File: src/rtl/grn_rd_sched_if.sv
// grn_rd_sched_if: control, read-channel and status-write bundle.
// slave = scheduler side, master = control/fabric side.
interface grn_rd_sched_if #(
    parameter int ADDR_W = 42
);
    logic              start;
    logic [ADDR_W-1:0] base_addr;
    logic [31:0]       num_lines;
    logic [ADDR_W-1:0] dsm_base;
    logic              c0_almfull;
    logic              c1_almfull;
    logic              rd_req_valid;
    logic [ADDR_W-1:0] rd_req_addr;
    logic [15:0]       rd_req_tag;
    logic              rd_rsp_valid;
    logic              dsm_wr_valid;
    logic [ADDR_W-1:0] dsm_wr_addr;
    logic [63:0]       dsm_wr_data;
    logic              busy;
    logic              done;
    logic              err;

    modport master (
        output start, base_addr, num_lines, dsm_base,
        output c0_almfull, c1_almfull, rd_rsp_valid,
        input  rd_req_valid, rd_req_addr, rd_req_tag,
        input  dsm_wr_valid, dsm_wr_addr, dsm_wr_data,
        input  busy, done, err
    );

    modport slave (
        input  start, base_addr, num_lines, dsm_base,
        input  c0_almfull, c1_almfull, rd_rsp_valid,
        output rd_req_valid, rd_req_addr, rd_req_tag,
        output dsm_wr_valid, dsm_wr_addr, dsm_wr_data,
        output busy, done, err
    );
endinterface

File: src/rtl/grn_rd_sched.sv
// grn_rd_sched: issues num_lines reads from base_addr with an outstanding
// cap, drains responses, writes a status line, pulses done.
// Ports: clk, reset (sync, active high), bus (grn_rd_sched_if.slave).
// Optional GRN_RD_SCHED_PERF_EN: busy-cycle count in dsm_wr_data[63:32].
module grn_rd_sched #(
    parameter int MAX_OUTSTANDING = 64,
    parameter int ADDR_W          = 42
) (
    input logic           clk,
    input logic           reset,
    grn_rd_sched_if.slave bus
);
    localparam int OW = $clog2(MAX_OUTSTANDING) + 1;
    localparam logic [OW-1:0] MAX_V = OW'(MAX_OUTSTANDING);

    localparam logic [2:0] S_IDLE   = 3'd0;
    localparam logic [2:0] S_ISSUE  = 3'd1;
    localparam logic [2:0] S_DRAIN  = 3'd2;
    localparam logic [2:0] S_REPORT = 3'd3;
    localparam logic [2:0] S_DONE   = 3'd4;

    logic [2:0]        state_q, state_d;
    logic [ADDR_W-1:0] base_q, base_d;
    logic [ADDR_W-1:0] dsm_q, dsm_d;
    logic [31:0]       num_q, num_d;
    logic [31:0]       idx_q, idx_d;
    logic [31:0]       rcv_q, rcv_d;
    logic [OW-1:0]     out_q, out_d;
    logic              err_q, err_d;
    logic              req_q, req_d;
    logic [ADDR_W-1:0] addr_q, addr_d;
    logic [15:0]       tag_q, tag_d;
    logic              wr_q, wr_d;
    logic [63:0]       data_q, data_d;
    logic              busy_q;
    logic              done_q, done_d;
    logic [31:0]       perf;
    logic              issue;
    logic              rsp_ok;

`ifdef GRN_RD_SCHED_PERF_EN
    logic [31:0] cyc_q, cyc_d;

    // Counts cycles spent in ISSUE/DRAIN; frozen once REPORT is entered.
    always_comb begin
        cyc_d = cyc_q;
        if (state_q == S_IDLE && bus.start) begin
            cyc_d = '0;
        end else if ((state_q == S_ISSUE || state_q == S_DRAIN)
                     && cyc_q != '1) begin
            cyc_d = cyc_q + 32'd1;
        end
    end

    always_ff @(posedge clk) begin
        if (reset) cyc_q <= '0;
        else       cyc_q <= cyc_d;
    end

    assign perf = cyc_q;
`else
    assign perf = '0;
`endif

    always_comb begin
        state_d = state_q;
        base_d  = base_q;
        dsm_d   = dsm_q;
        num_d   = num_q;
        idx_d   = idx_q;
        rcv_d   = rcv_q;
        err_d   = err_q;
        req_d   = 1'b0;
        addr_d  = addr_q;
        tag_d   = tag_q;
        wr_d    = 1'b0;
        data_d  = data_q;
        issue   = 1'b0;

        // A response with nothing in flight is flagged and otherwise ignored.
        rsp_ok = bus.rd_rsp_valid && (out_q != '0);
        if (bus.rd_rsp_valid && out_q == '0) err_d = 1'b1;
        if (rsp_ok) rcv_d = rcv_q + 32'd1;

        unique case (state_q)
            S_IDLE: begin
                if (bus.start) begin
                    base_d  = bus.base_addr;
                    num_d   = bus.num_lines;
                    dsm_d   = bus.dsm_base;
                    idx_d   = '0;
                    rcv_d   = '0;
                    state_d = (bus.num_lines != '0) ? S_ISSUE : S_REPORT;
                end
            end
            S_ISSUE: begin
                if (!bus.c0_almfull && out_q < MAX_V) begin
                    issue  = 1'b1;
                    req_d  = 1'b1;
                    addr_d = base_q + ADDR_W'(idx_q);
                    tag_d  = idx_q[15:0];
                    idx_d  = idx_q + 32'd1;
                    if (idx_q == num_q - 32'd1) state_d = S_DRAIN;
                end
            end
            S_DRAIN: begin
                if (out_q == '0 && rcv_q == num_q) state_d = S_REPORT;
            end
            S_REPORT: begin
                if (!bus.c1_almfull) begin
                    wr_d    = 1'b1;
                    data_d  = {perf, rcv_q};
                    state_d = S_DONE;
                end
            end
            S_DONE: begin
                state_d = S_IDLE;
            end
            default: begin
                state_d = S_IDLE;
            end
        endcase

        unique case ({issue, rsp_ok})
            2'b10:   out_d = out_q + OW'(1);
            2'b01:   out_d = out_q - OW'(1);
            default: out_d = out_q;
        endcase

        done_d = (state_d == S_DONE);
    end

    always_ff @(posedge clk) begin
        if (reset) begin
            state_q <= S_IDLE;
            base_q  <= '0;
            dsm_q   <= '0;
            num_q   <= '0;
            idx_q   <= '0;
            rcv_q   <= '0;
            out_q   <= '0;
            err_q   <= 1'b0;
            req_q   <= 1'b0;
            addr_q  <= '0;
            tag_q   <= '0;
            wr_q    <= 1'b0;
            data_q  <= '0;
            busy_q  <= 1'b0;
            done_q  <= 1'b0;
        end else begin
            state_q <= state_d;
            base_q  <= base_d;
            dsm_q   <= dsm_d;
            num_q   <= num_d;
            idx_q   <= idx_d;
            rcv_q   <= rcv_d;
            out_q   <= out_d;
            err_q   <= err_d;
            req_q   <= req_d;
            addr_q  <= addr_d;
            tag_q   <= tag_d;
            wr_q    <= wr_d;
            data_q  <= data_d;
            busy_q  <= (state_d != S_IDLE);
            done_q  <= done_d;
        end
    end

    assign bus.rd_req_valid = req_q;
    assign bus.rd_req_addr  = addr_q;
    assign bus.rd_req_tag   = tag_q;
    assign bus.dsm_wr_valid = wr_q;
    assign bus.dsm_wr_addr  = dsm_q;
    assign bus.dsm_wr_data  = data_q;
    assign bus.busy         = busy_q;
    assign bus.done         = done_q;
    assign bus.err          = err_q;
endmodule

File: src/flat_wrapper.sv
// flat-port wrapper written by rule: the top's interface ports become plain ports
module grn_rd_sched_flat 
#(
    parameter int MAX_OUTSTANDING = 64,
    parameter int ADDR_W          = 42
)
  (clk, reset, bus_start, bus_base_addr, bus_num_lines, bus_dsm_base, bus_c0_almfull, bus_c1_almfull, bus_rd_rsp_valid, bus_rd_req_valid, bus_rd_req_addr, bus_rd_req_tag, bus_dsm_wr_valid, bus_dsm_wr_addr, bus_dsm_wr_data, bus_busy, bus_done, bus_err);
  grn_rd_sched_if #(.ADDR_W(ADDR_W)) bus_i ();
  input logic clk;
  input logic reset;
  input wire logic [$bits(bus_i.start)-1:0] bus_start;
  input wire logic [$bits(bus_i.base_addr)-1:0] bus_base_addr;
  input wire logic [$bits(bus_i.num_lines)-1:0] bus_num_lines;
  input wire logic [$bits(bus_i.dsm_base)-1:0] bus_dsm_base;
  input wire logic [$bits(bus_i.c0_almfull)-1:0] bus_c0_almfull;
  input wire logic [$bits(bus_i.c1_almfull)-1:0] bus_c1_almfull;
  input wire logic [$bits(bus_i.rd_rsp_valid)-1:0] bus_rd_rsp_valid;
  output wire logic [$bits(bus_i.rd_req_valid)-1:0] bus_rd_req_valid;
  output wire logic [$bits(bus_i.rd_req_addr)-1:0] bus_rd_req_addr;
  output wire logic [$bits(bus_i.rd_req_tag)-1:0] bus_rd_req_tag;
  output wire logic [$bits(bus_i.dsm_wr_valid)-1:0] bus_dsm_wr_valid;
  output wire logic [$bits(bus_i.dsm_wr_addr)-1:0] bus_dsm_wr_addr;
  output wire logic [$bits(bus_i.dsm_wr_data)-1:0] bus_dsm_wr_data;
  output wire logic [$bits(bus_i.busy)-1:0] bus_busy;
  output wire logic [$bits(bus_i.done)-1:0] bus_done;
  output wire logic [$bits(bus_i.err)-1:0] bus_err;
  assign bus_i.start = bus_start;
  assign bus_i.base_addr = bus_base_addr;
  assign bus_i.num_lines = bus_num_lines;
  assign bus_i.dsm_base = bus_dsm_base;
  assign bus_i.c0_almfull = bus_c0_almfull;
  assign bus_i.c1_almfull = bus_c1_almfull;
  assign bus_i.rd_rsp_valid = bus_rd_rsp_valid;
  assign bus_rd_req_valid = bus_i.rd_req_valid;
  assign bus_rd_req_addr = bus_i.rd_req_addr;
  assign bus_rd_req_tag = bus_i.rd_req_tag;
  assign bus_dsm_wr_valid = bus_i.dsm_wr_valid;
  assign bus_dsm_wr_addr = bus_i.dsm_wr_addr;
  assign bus_dsm_wr_data = bus_i.dsm_wr_data;
  assign bus_busy = bus_i.busy;
  assign bus_done = bus_i.done;
  assign bus_err = bus_i.err;
  grn_rd_sched #(.MAX_OUTSTANDING(MAX_OUTSTANDING), .ADDR_W(ADDR_W)) u_core (.clk(clk), .reset(reset), .bus(bus_i));
endmodule
File: config.mk
export PLATFORM = sky130hd
export DESIGN_NAME = grn_rd_sched_flat
export DESIGN_NICKNAME = d
export VERILOG_FILES = /design/src/rtl/grn_rd_sched_if.sv /design/src/rtl/grn_rd_sched.sv /design/src/flat_wrapper.sv
export SDC_FILE = /design/constraint.sdc
export NUM_CORES = 1
export LEC_CHECK = 0
export ABC_AREA = 1
export CORE_ASPECT_RATIO = 0.6
export CORE_MARGIN = 2
export CORE_UTILIZATION = 57
export DETAILED_ROUTE_END_ITERATION = 10
export MAX_ROUTING_LAYER = met4
export PLACE_DENSITY = 0.86
export SLEW_MARGIN = 20
export SYNTH_ARGS = -nofsm -noshare
export SYNTH_HDL_FRONTEND = slang
export SYNTH_SLANG_ARGS = --single-unit
File: constraint.sdc
create_clock -name clk -period 5 [get_ports clk]
set_clock_uncertainty 0.2 [all_clocks]
set_input_delay 1 -clock clk [delete_from_list [all_inputs] [get_ports clk]]
set_output_delay 1 -clock clk [all_outputs]
set_load 0.02 [all_outputs]
# Word-level counts from Yosys, hierarchy flattened
# Index checks and enable logic that the tools add are counted.
[word_totals]
rom_bits = 0
mem_count = 0
out_inout_bits = 169
inputBits = 122
latch_bits = 0
regBits = 285
ram_bits = 0
[classes]
n_shift = 0
n_eq_ne = 10
mux = 17
multipliers = 0
magnitude_cmp = 1
bitwise_logic = 2
reduce_logical = 17
add_sub_neg = 6
div = 0
[ops]
columns = ["operator", "count"]
rows = [
  ["$mux W32", 5],
  ["$add A32 B1 Y32 const B", 2],
  ["$eq A32 B32 Y1", 2],
  ["$pmux W32 S2", 1],
  ["$add A42 B32 Y42", 1],
  ["$reduce_bool A32 Y1", 1],
  ["$sub A32 B1 Y32 const B", 1],
  ["$mux W3", 5],
  ["$pmux W7 S2", 1],
  ["$pmux W3 S4", 1],
  ["$add A7 B1 Y7 const B", 1],
  ["$logic_not A7 Y1", 1],
  ["$lt A7 B7 Y1 const B", 1],
  ["$reduce_bool A7 Y1", 1],
  ["$sub A7 B1 Y7 const B", 1],
  ["$eq A3 B2 Y1 const B", 2],
  ["$reduce_and A2 Y1", 3],
  ["$logic_and A1 B1 Y1", 4],
  ["$reduce_bool A2 Y1", 2],
  ["$eq A3 B1 Y1 const B", 1],
  ["$eq A3 B3 Y1 const B", 1],
  ["$logic_not A3 Y1", 1],
  ["$mux W1", 3],
  ["$reduce_and A3 Y1", 1],
  ["other kinds (9)", 10],
]

# Logic depth before layout (Yosys ltp)
# Gate-level depths: netlist of the first run.
[logic_depth]
word_depth = 6
mapped_depth = 19

# Worst setup path before layout of the first run
# Ideal clock, no wire load.
[synth_path]
path_type = "input to register"
start = "in bus_c0_almfull"
end = "reg u_core.out_q[5]"
stages = 14
setup_time_ps = 115
required_ps = 4685
path_slack_ps = 1613
arrival_ps = 3071
cell_sequence = "nor2_1 > nand2_4 > buf_1 > ha_1 > ha_1 > nand2_1 > nor2_1 > a211oi_1 > nor2_1 > o21ai_0 > nand2_1 > xor2_1 > o21ai_0 > inv_1"
[synth_via]
elab_chain_cells = 6
elab_cells_between_ends = 8
[synth_lines]
columns = ["item", "line_no", "rtl"]
rows = [
  ["start: declaration", "flat_wrapper.sv:15", "input wire logic [$bits(bus_i.c0_almfull)-1:0] bus_c0_almfull;"],
  ["$logic_not A1 Y1 (*)", "grn_rd_sched.sv:97", "if (!bus.c0_almfull && out_q < MAX_V) begin"],
  ["$logic_and A1 B1 Y1 (*)", "grn_rd_sched.sv:97", ""],
  ["$mux W1 (*)", "grn_rd_sched.sv:97", ""],
  ["$mux W1 (*)", "grn_rd_sched.sv:85", "unique case (state_q)"],
  ["$eq A2 B1 Y1 or $eq A2 B2 Y1 (tied branches)", "grn_rd_sched.sv:124", "unique case ({issue, rsp_ok})"],
  ["$pmux W7 S2 or $reduce_bool A2 Y1 (tied branches)", "-", ""],
  ["end signal: assignment", "grn_rd_sched.sv:157", "out_q <= out_d;"],
  ["end: declaration", "grn_rd_sched.sv:28", "logic [OW-1:0] out_q, out_d;"],
]
# Every way passes the cells marked *; elsewhere a longest branch is shown, timed or not.
# A chain may end at the register's enable or synchronous reset.

# Worst setup path in the final report of the first run
# Ends and elaborated chain as after synthesis.

==> results of run 1 <==
cell families (layout without fill, tap and decap cells):
group / after synthesis / in the layout / share of synthesized area [%]
xor gates and xnor gates: 117 / 117 / 6.58
AOI/OAI and AO/OA: 478 / 478 / 16.5
other: 1 / 32 / 0.0241
and+or+nand+nor: 998 / 998 / 27.8
adders and majority gates: 43 / 43 / 3.55
DFF: 285 / 285 / 36.6
buffers and inverters: 337 / 532 / 8.92
stage by stage:
step	util (%)	instances	setup slack, ns	power (mW)	instance area, um^2
finish	72.2	2845	1.41	6.25	19200
global route	72.2	2845	1.12	6.50	19200
CTS	72.2	2845	1.45	6.23	19200
detailed placement	68.5	2795	0.883	4.00	18300
global placement	68.5	2795	0.920	3.97	18300
floorplan	-	2290	1.61	3.48	15700
Yosys cell counts, drive strengths merged (4+ instances only):
library cell / instances / area, um^2
o21ai: 246 / 1230
ha: 41 / 513
a31oi: 4 / 25.0
a211oi: 5 / 37.5
clkbuf: 82 / 308
xnor2: 39 / 342
nand3: 75 / 385
a21oi: 160 / 801
dfxtp: 285 / 5710
a21boi: 4 / 30.0
xor2: 78 / 683
o211ai: 8 / 60.1
nor4: 27 / 211
o21a: 13 / 97.6
nand3b: 12 / 90.1
nand2: 346 / 1340
nand4: 40 / 250
o21bai: 29 / 218
clkinv: 4 / 15.0
inv: 210 / 788
nor2: 434 / 1690
or2: 13 / 81.3
buf: 41 / 279
nor3: 45 / 250
flip-flops by register name, indices dropped and copies added, names as in the netlist:
register,flops
u_core.base_q,42
u_core.bus.dsm_wr_addr,42
u_core.bus.rd_req_addr,42
u_core.bus.dsm_wr_data,32
u_core.idx_q,32
u_core.num_q,32
u_core.rcv_q,32
u_core.bus.rd_req_tag,16
u_core.out_q,7
u_core.state_q,3
u_core.bus.busy,1
u_core.bus.done,1
u_core.bus.dsm_wr_valid,1
u_core.bus.err,1
u_core.bus.rd_req_valid,1
layout by cell type (no fill, tap or decap), drive strengths merged, types with 27 or more instances in the layout:
cell type	count
a21oi	160
clkbuf	38
clkdlybuf4s50	258
conb	32
dfxtp	285
ha	41
inv	212
nand2	346
nand3	75
nand4	40
nor2	434
nor3	45
nor4	27
o21ai	246
o21bai	29
xnor2	39
xor2	78
where the power goes:
group | switching [mW] | internal, mW | total, mW
Combinational | 0.855 | 0.547 | 1.40
Clock | 0.944 | 1.32 | 2.26
Sequential | 0.147 | 2.44 | 2.59
Total | 1.95 | 4.31 | 6.25
worst paths after layout:
| path | start | to | slack (ns) | cells past startpoint |
|---|---|---|---|---|
| max | bus_c0_almfull | u_core.out_q[5] | 1.41 | 14 |
| min | u_core.bus.rd_req_addr[0] | u_core.bus.rd_req_addr[0] | 0.28 | 2 |
| min reg2reg | u_core.bus.rd_req_addr[0] | u_core.bus.rd_req_addr[0] | 0.28 | 2 |
| max reg2reg | u_core.idx_q[0] | u_core.bus.rd_req_addr[40] | 1.45 | 17 |
cell type report:
cell class / count / area share (%)
tap: 360 / 2.34
clock buffer: 38 / 4.14
timing repair buffer: 268 / 14.0
inverter: 214 / 4.19
clock inverter: 12 / 0.904
multi-input combinational: 1668 / 44.8
sequential: 285 / 29.7
critical path, stage by stage:
cell	delay, ns
clkdlybuf4s50_1	0.40
nor2_1	0.26
nand2_4	0.29
ha_1	0.42
ha_1	0.37
nand2_1	0.09
nor2_1	0.04
a211oi_1	0.28
nor2_1	0.08
o21ai_0	0.17
nand2_1	0.09
xor2_1	0.14
o21ai_0	0.15
inv_1	0.05
per-layer routing:
metal | up-vias | global-route usage, % | part of all wire (%)
li1 | 7733 | - | -
met1 | 7383 | 55.4 | 46
met2 | 909 | 46.3 | 38
met3 | 66 | 13.4 | 15
met4 | 0 | 4.26 | 1.2
met5 | - | - | 0
==> qor.txt, run 1 <==
Status - complete, no violations
Max clock buf depth - 3
Worst skew pair latency - 0.56 ns
Asr flop ratio synth - 0%
Highest clock rate - 278 MHz
Detail Route Antenna Nets - 0
WS Path Type - primary input to register
Largest net degree at the start of global routing - 159
GRT Util Overall - 36.6%
CTS Root Cell - clkbuf_16
FF+latch count, synth - 285
Top-Level Pins - 291
Die X-Extent - 217 um
Pwr Density - 325 nW/um^2
CTS tree - done
First-pass GRT wire length - 80.4 mm
WL/cell - 18.5 um
Post_cts resized - 0
Port bufs - 258
Layout cell share with drive strength beyond 1 - 4.55%
Setup TNS - 0 ns
Seq/Total Area, Yosys - 36.6%
DR iter-0 viols - 2203
Die H - 132 um
Relative max-transition margin - 27.0%
Clock sink total - 285
Starting Density - 58.5%
Clk slew on worst S/H paths - 0.07 ns
Antenna diodes - 0
Worst hold path class - register to register
Hold-fix buffers at CTS - 0
Crit path DAT - 3.84 ns
WP data required - 5.25 ns
Synth Warn # - 0
DRC viols - 0
Crit-path max FO - 28
Final hold vios - 0
Cell Area, Synth - 15600 um^2
Mean Syn Cell Area - 6.90 um^2
Fin Hold WS - 0.278 ns
Num rows - 46
Post CTS Setup Buffer Count - 0
Routed vias - 16100
Area taken by multi-input logic gates - 8610 um^2
Initial antenna violation count - 0
Worst Tran Pin Value - 1.10 ns
Core Area - 26600 um^2
Worst vdd ir - 0.331 mV
Filler cell count - 2178
Placer Congestion - 1.07
Crit. End Element - register
Synth unique cells - 50
Final min period - 3.59 ns
Vias/cell - 5.66
Grt ovf - 0
Reg area - 5710 um^2
H-tree depth - 1
Max Cap Viol - 0
Number of global-route vias before repair - 14300
Final HPWL DP - 40.3 mm
Ys flop type - dfxtp_1
DRT Pass-1 Iters - 6
Final setup fails - 0
Full die area - 28700 um^2
Pleak - 8.11 nW
Num CTS Buffers - 27
P&R area growth vs syn - 23.4%
Period utilization - 71.8%
Pins Over Slew Limit - 0
Syn Inst Count - 2259
Post-synth EDFFs - 0
Layout net count - 2629
Worst setup SP type - primary input
RSZ-0062 raised after global routing - false
Detailed Route WL - 52.7 mm
Note: power is estimated with default switching activity, not from simulation.
==> inputs of run 2 (changes only) <==
CORE_UTILIZATION = 53   (was 57)
PLACE_DENSITY = 0.81   (was 0.86)
clock period = 3.7 ns   (was 5 ns; I/O delays follow)
==> qor.txt, run 2 (same netlist as run 1, synthesis figures left out) <==
Status - complete, no violations
Final hold vios - 0 (unchanged)
Area taken by multi-input logic gates - 8610 um^2 (unchanged)
Sw Pwr - 2.67 mW (+37%)
Detail Route Antenna Nets - 0 (unchanged)
Hold Path Cell Cnt - 2 (unchanged)
Reg area - 5710 um^2 (unchanged)
Relative max-transition margin - 27.9% (+0.89 points)
WS Path Type - register to register
First-pass GRT wire length - 80.3 mm (about the same)
Full die area - 30800 um^2 (+7.4%)
Worst skew pair latency - 0.58 ns (+0.02 ns)
DRC viols - 0 (unchanged)
Starting Density - 54.1% (-4.4 points)
Final setup fails - 0 (unchanged)
Worst Tran Pin Value - 1.08 ns (-0.0134 ns)
Core Area - 28800 um^2 (+8.2%)
Clk pwr share - 35.6% (-0.6 points)
Port bufs - 258 (unchanged)
Die H - 137 um (+3.6%)
CTS tree - done
Clk slew on worst S/H paths - 0.07 ns (about the same)
Fin Hold WS - 0.283 ns (+0.00538 ns)
Filler cell count - 2556 (+17%)
Detailed Route WL - 53.8 mm (+2.3%)
Worst reg2reg path depth - 17 (unchanged)
Highest clock rate - 313 MHz
H-tree depth - 1 (unchanged)
Max clock buf depth - 3 (unchanged)
Crit. End Element - register
CP max stage cell - fa_1
RR Endpoint - u_core.bus.rd_req_addr[40]
Hold endpoint - u_core.bus.dsm_wr_addr[9]
Clock sink total - 285 (unchanged)
FF-to-FF Start - u_core.idx_q[0]
Number of global-route vias before repair - 14000 (-2.2%)
Post CTS Setup Buffer Count - 0 (unchanged)
Layout cell share with drive strength beyond 1 - 5.04% (+0.49 points)
P&R area growth vs syn - 24.1%
CTS Root Cell - clkbuf_16
Final min period - 3.20 ns
Initial antenna violation count - 0 (unchanged)
Max Cap Viol - 0 (unchanged)
Layout net count - 2644 (+0.57%)
DR iter-0 viols - 1941 (-12%)
Most frequent cells in the layout - nor2_1 (422), nand2_1 (339), dfxtp_1 (285)
Final instance area - 19300 um^2 (+0.59%)
Largest net degree at the start of global routing - 93 (-42%)
Crit path DAT - 3.47 ns (-0.37 ns)
Critical path's largest stage delay - 0.40 ns (-0.02 ns)
Grt ovf - 0 (unchanged)
Pleak - 8.16 nW (+0.66%)
Placer Congestion - 1.08 (+1.0%)
Most common cell after layout, fill and taps aside - nor2_1
Reg2Reg Setup Slack - 0.50 ns (-0.95 ns)
CP most frequent cell - nand2_1
Setup TNS - 0 ns (unchanged)
Period utilization - 86.4%
Seq pwr share - 41.5% (about the same)
Pins Over Slew Limit - 0 (unchanged)
Worst hold path class - register to register
Routed vias - 15900 (-0.89%)
Pwr Density - 435 nW/um^2 (+34%)
Num rows - 48 (+4.3%)
Num CTS Buffers - 28 (+3.7%)
Top-Level Pins - 291 (unchanged)
Design Power - 8.41 mW (+34%)
DRT Pass-1 Iters - 5 (-1)
WL/cell - 18.7 um (+1.2%)
Vias/cell - 5.55 (-1.9%)
Worst vdd ir - 0.429 mV (+29%)
Antenna diodes - 0 (unchanged)
Die X-Extent - 225 um (+3.6%)
Dpl cell area - 18400 um^2 (+0.75%)
RSZ-0062 raised after global routing - false
WP data required - 3.98 ns (-1.27 ns)
Sw Share - 31.8% (+0.67 points)
Min-delay src - u_core.bus.dsm_wr_addr[9]
Crit-path max FO - 6 (-79%)
CP Cell Sequence - ha_1 > inv_1 > fa_1 > inv_1 > nand3_1 > nand2_1 > a21oi_1 > o21ai_0 > nand3_1 > nand2_1 > nand2_1 > nand2_1 > nand2_1 > nand2_1 > nand3_1 > nand2_1 > inv_1
Worst setup SP type - register
Combinational share of power - 22.9% (+0.5 points)
Hold-fix buffers at CTS - 0 (unchanged)
Post_cts resized - 0 (unchanged)
GRT Util Overall - 34.8% (-1.8 points)
Final HPWL DP - 41.9 mm (+3.9%)
Power Internal - 5.73 mW (+33%)
==> run 2: changes by cell type in the layout (fill, tap and decap cells not counted), moves of 2 or more <==
cell | before | now
bufinv_16 | 4 | 2
clkinvlp_4 | 1 | 3
buf_4 | 8 | 21
clkbuf_1 | 3 | 5
==> run 2: per-layer routing <==
layer | vias to the layer above | wire (um) | GRT usage (%) | part of all wire (%)
met1 | 7377 | 26100 | 54.4 | 49
li1 | 7756 | - | - | -
met2 | 766 | 20200 | 42.8 | 37
met4 | 0 | 669 | 5.33 | 1.2
met5 | - | 0 | - | 0
met3 | 49 | 6910 | 10.4 | 13
==> run 2: worst max-delay path by stage <==
stage                                start                          to  slack, ns  cells past startpoint
after detailed placement    bus_c0_almfull             u_core.out_q[5]       0.14                     14
after CTS                  u_core.idx_q[0]  u_core.bus.rd_req_addr[40]       0.57                     17
after global placement      bus_c0_almfull             u_core.out_q[5]       0.13                     14
after global routing      u_core.base_q[0]  u_core.bus.rd_req_addr[36]       0.22                     17
final                      u_core.idx_q[0]  u_core.bus.rd_req_addr[40]       0.50                     17
after floorplan             bus_c0_almfull             u_core.out_q[5]       0.57                     14
==> run 2: cell type report <==
class | instances | share of cell area [%]
well taps | 375 | 2.43
inverters | 214 | 4.17
multi-input cells | 1668 | 44.5
flip-flops and latches | 285 | 29.5
repair buffers | 282 | 14.5
clock buffers | 40 | 4.22
clock inverters | 11 | 0.679
==> run 2: power groups by stage <==
stage                     clock [mW]  sequential (mW)  combinational, mW
after floorplan                    0             3.63               1.08
final                           2.99             3.48               1.93
after global routing            3.12             3.50               2.12
after CTS                       3.01             3.48               1.90
after detailed placement           0             3.55               1.88
after global placement             0             3.54               1.86
==> run 2: worst max-delay path, delay by kind of cell (launching register included) <==
| family | cells | cell delay [ns] |
|---|---|---|
| compound gates | 2 | 0.51 |
| buf+inv | 3 | 0.29 |
| flops | 1 | 0.34 |
| fa+ha+maj | 2 | 0.59 |
| simple gates | 10 | 1.16 |
==> run 2: stage by stage <==
stage / cells / util (%) / setup WS, ns
after floorplan: 2290 / - / 0.573
after global placement: 2824 / 63.8 / 0.131
after detailed placement: 2824 / 63.8 / 0.142
after CTS: 2875 / 67.1 / 0.572
after global routing: 2875 / 67.1 / 0.224
final: 2875 / 67.1 / 0.505
==> inputs of run 3 (changes only) <==
CTS_CLUSTER_DIAMETER = 40   (was not set)
==> qor.txt, run 3 (same netlist as run 1, synthesis figures left out) <==
Number of global-route vias before repair - 14100 (+1.3%)
Layout net count - 2651 (+0.26%)
Layout cell share with drive strength beyond 1 - 5.57% (+0.53 points)
Final hold vios - 0 (unchanged)
Initial antenna violation count - 0 (unchanged)
Full die area - 30800 um^2 (unchanged)
Worst hold path class - register to register
Reg area - 5710 um^2 (unchanged)
WS Path Type - register to register
DR iter-0 viols - 2002 (+3.1%)
GRT Util Overall - 35.3% (+0.54 points)
DRT Pass-1 Iters - 6 (+1)
Hold-fix buffers at CTS - 0 (unchanged)
Crit. End Element - register
Worst setup SP type - register
FF-to-FF Start - u_core.idx_q[0]
Antenna diodes - 0 (unchanged)
Die X-Extent - 225 um (unchanged)
DP Worst Slack - 0.142 ns (unchanged)
Clk slew on worst S/H paths - 0.06 ns (about the same)
Worst Tran Pin Value - 1.11 ns (+0.0284 ns)
Top-Level Pins - 291 (unchanged)
Worst skew pair latency - 0.55 ns (-0.03 ns)
Status - complete, no violations
Pwr Density - 462 nW/um^2 (+6.2%)
Setup TNS - 0 ns (unchanged)
Core Area - 28800 um^2 (unchanged)
Worst vdd ir - 0.353 mV (-18%)
Final HPWL DP - 41.9 mm (unchanged)
Fin Hold WS - 0.282 ns (-0.00132 ns)
Post_cts resized - 0 (unchanged)
Placer Congestion - 1.08 (unchanged)
RR Endpoint - u_core.bus.rd_req_addr[40]
Num CTS Buffers - 35 (+25%)
Period utilization - 87.9% (+1.6 points)
Reg2Reg Setup Slack - 0.45 ns (-0.06 ns)
Max Cap Viol - 0 (unchanged)
Largest net degree at the start of global routing - 93 (unchanged)
First-pass GRT wire length - 81.3 mm (+1.2%)
Final min period - 3.25 ns (+0.0587 ns)
P&R area growth vs syn - 25.9%
Die H - 137 um (unchanged)
Highest clock rate - 307 MHz (-1.8%)
Relative max-transition margin - 26.0% (-1.9 points)
Setup WS post-layout - 0.446 ns (-0.0587 ns)
Hold Path Cell Cnt - 2 (unchanged)
Crit-path max FO - 6 (unchanged)
Most common cell after layout, fill and taps aside - nor2_1
Area taken by multi-input logic gates - 8610 um^2 (unchanged)
Num rows - 48 (unchanged)
WL/cell - 18.8 um (+0.64%)
Grt ovf - 0 (unchanged)
Pins Over Slew Limit - 0 (unchanged)
WP data required - 3.94 ns (-0.04 ns)
Detailed Route WL - 54.4 mm (+1.1%)
Clock sink total - 285 (unchanged)
Pleak - 8.30 nW (+1.7%)
Crit path DAT - 3.50 ns (+0.03 ns)
Max clock buf depth - 3 (unchanged)
Worst reg2reg path depth - 17 (unchanged)
Starting Density - 54.1% (unchanged)
Layout Utilization - 68.1% (+0.97 points)
Vias/cell - 5.60 (+1.0%)
Most frequent cells in the layout - nor2_1 (422), nand2_1 (339), dfxtp_1 (285)
Final setup fails - 0 (unchanged)
H-tree depth - 2 (+1)
Hold endpoint - u_core.bus.dsm_wr_addr[9]
Post CTS Setup Buffer Count - 0 (unchanged)
RSZ-0062 raised after global routing - false
Min-delay src - u_core.bus.dsm_wr_addr[9]
Detail Route Antenna Nets - 0 (unchanged)
CTS tree - done
DRC viols - 0 (unchanged)
Filler cell count - 2540 (-0.63%)
CTS Root Cell - clkbuf_16
Routed vias - 16200 (+1.5%)
Port bufs - 258 (unchanged)
## run 3: per-stage QoR
step / cell area [um^2] / power (mW) / cells
4_1_cts: 19600 / 9.03 / 2888
6_report: 19600 / 9.06 / 2888
3_3_place_gp: 18400 / 5.40 / 2824
5_1_grt: 19600 / 9.42 / 2888
2_1_floorplan: 15700 / 4.71 / 2290
3_5_place_dp: 18400 / 5.43 / 2824
## run 3: layout make-up
class / count / share of cell area [%]
clock inverter: 17 / 1.09
multi-input combinational: 1668 / 43.9
tap: 375 / 2.39
sequential: 285 / 29.1
timing repair buffer: 282 / 14.3
clock buffer: 47 / 5.16
inverter: 214 / 4.11
## run 3: report_power, final
part | internal, mW | switching [mW] | total, mW
clock network | 2.17 | 1.47 | 3.64
registers | 3.30 | 0.189 | 3.49
logic | 0.757 | 1.17 | 1.93
## run 3: per-layer routing
layer  vias to the layer above  track usage, %  wire length, um
met5                         -               -                0
met4                         0            6.48              765
met3                        67            10.3             7170
met2                       816            43.3            20400
met1                      7508            55.2            26100
li1                       7791               -                -
## run 3: worst max path at each step
stage	startpoint	endpoint	cells after the start
floorplan	bus_c0_almfull	u_core.out_q[5]	14
global placement	bus_c0_almfull	u_core.out_q[5]	14
detailed placement	bus_c0_almfull	u_core.out_q[5]	14
CTS	u_core.idx_q[0]	u_core.bus.rd_req_addr[40]	17
global route	u_core.base_q[0]	u_core.bus.rd_req_addr[36]	17
finish	u_core.idx_q[0]	u_core.bus.rd_req_addr[40]	17
## run 3: worst max-delay path, stage by stage (launching register included)
cell and delay [ns]:
dfxtp_1 0.33, ha_1 0.19, inv_1 0.09, fa_1 0.40, inv_1 0.18, nand3_1 0.11, nand2_1 0.13, a21oi_1 0.15
o21ai_0 0.38, nand3_1 0.12, nand2_1 0.14, nand2_1 0.06, nand2_1 0.32, nand2_1 0.09, nand2_1 0.08, nand3_1 0.07
nand2_1 0.08, inv_1 0.03
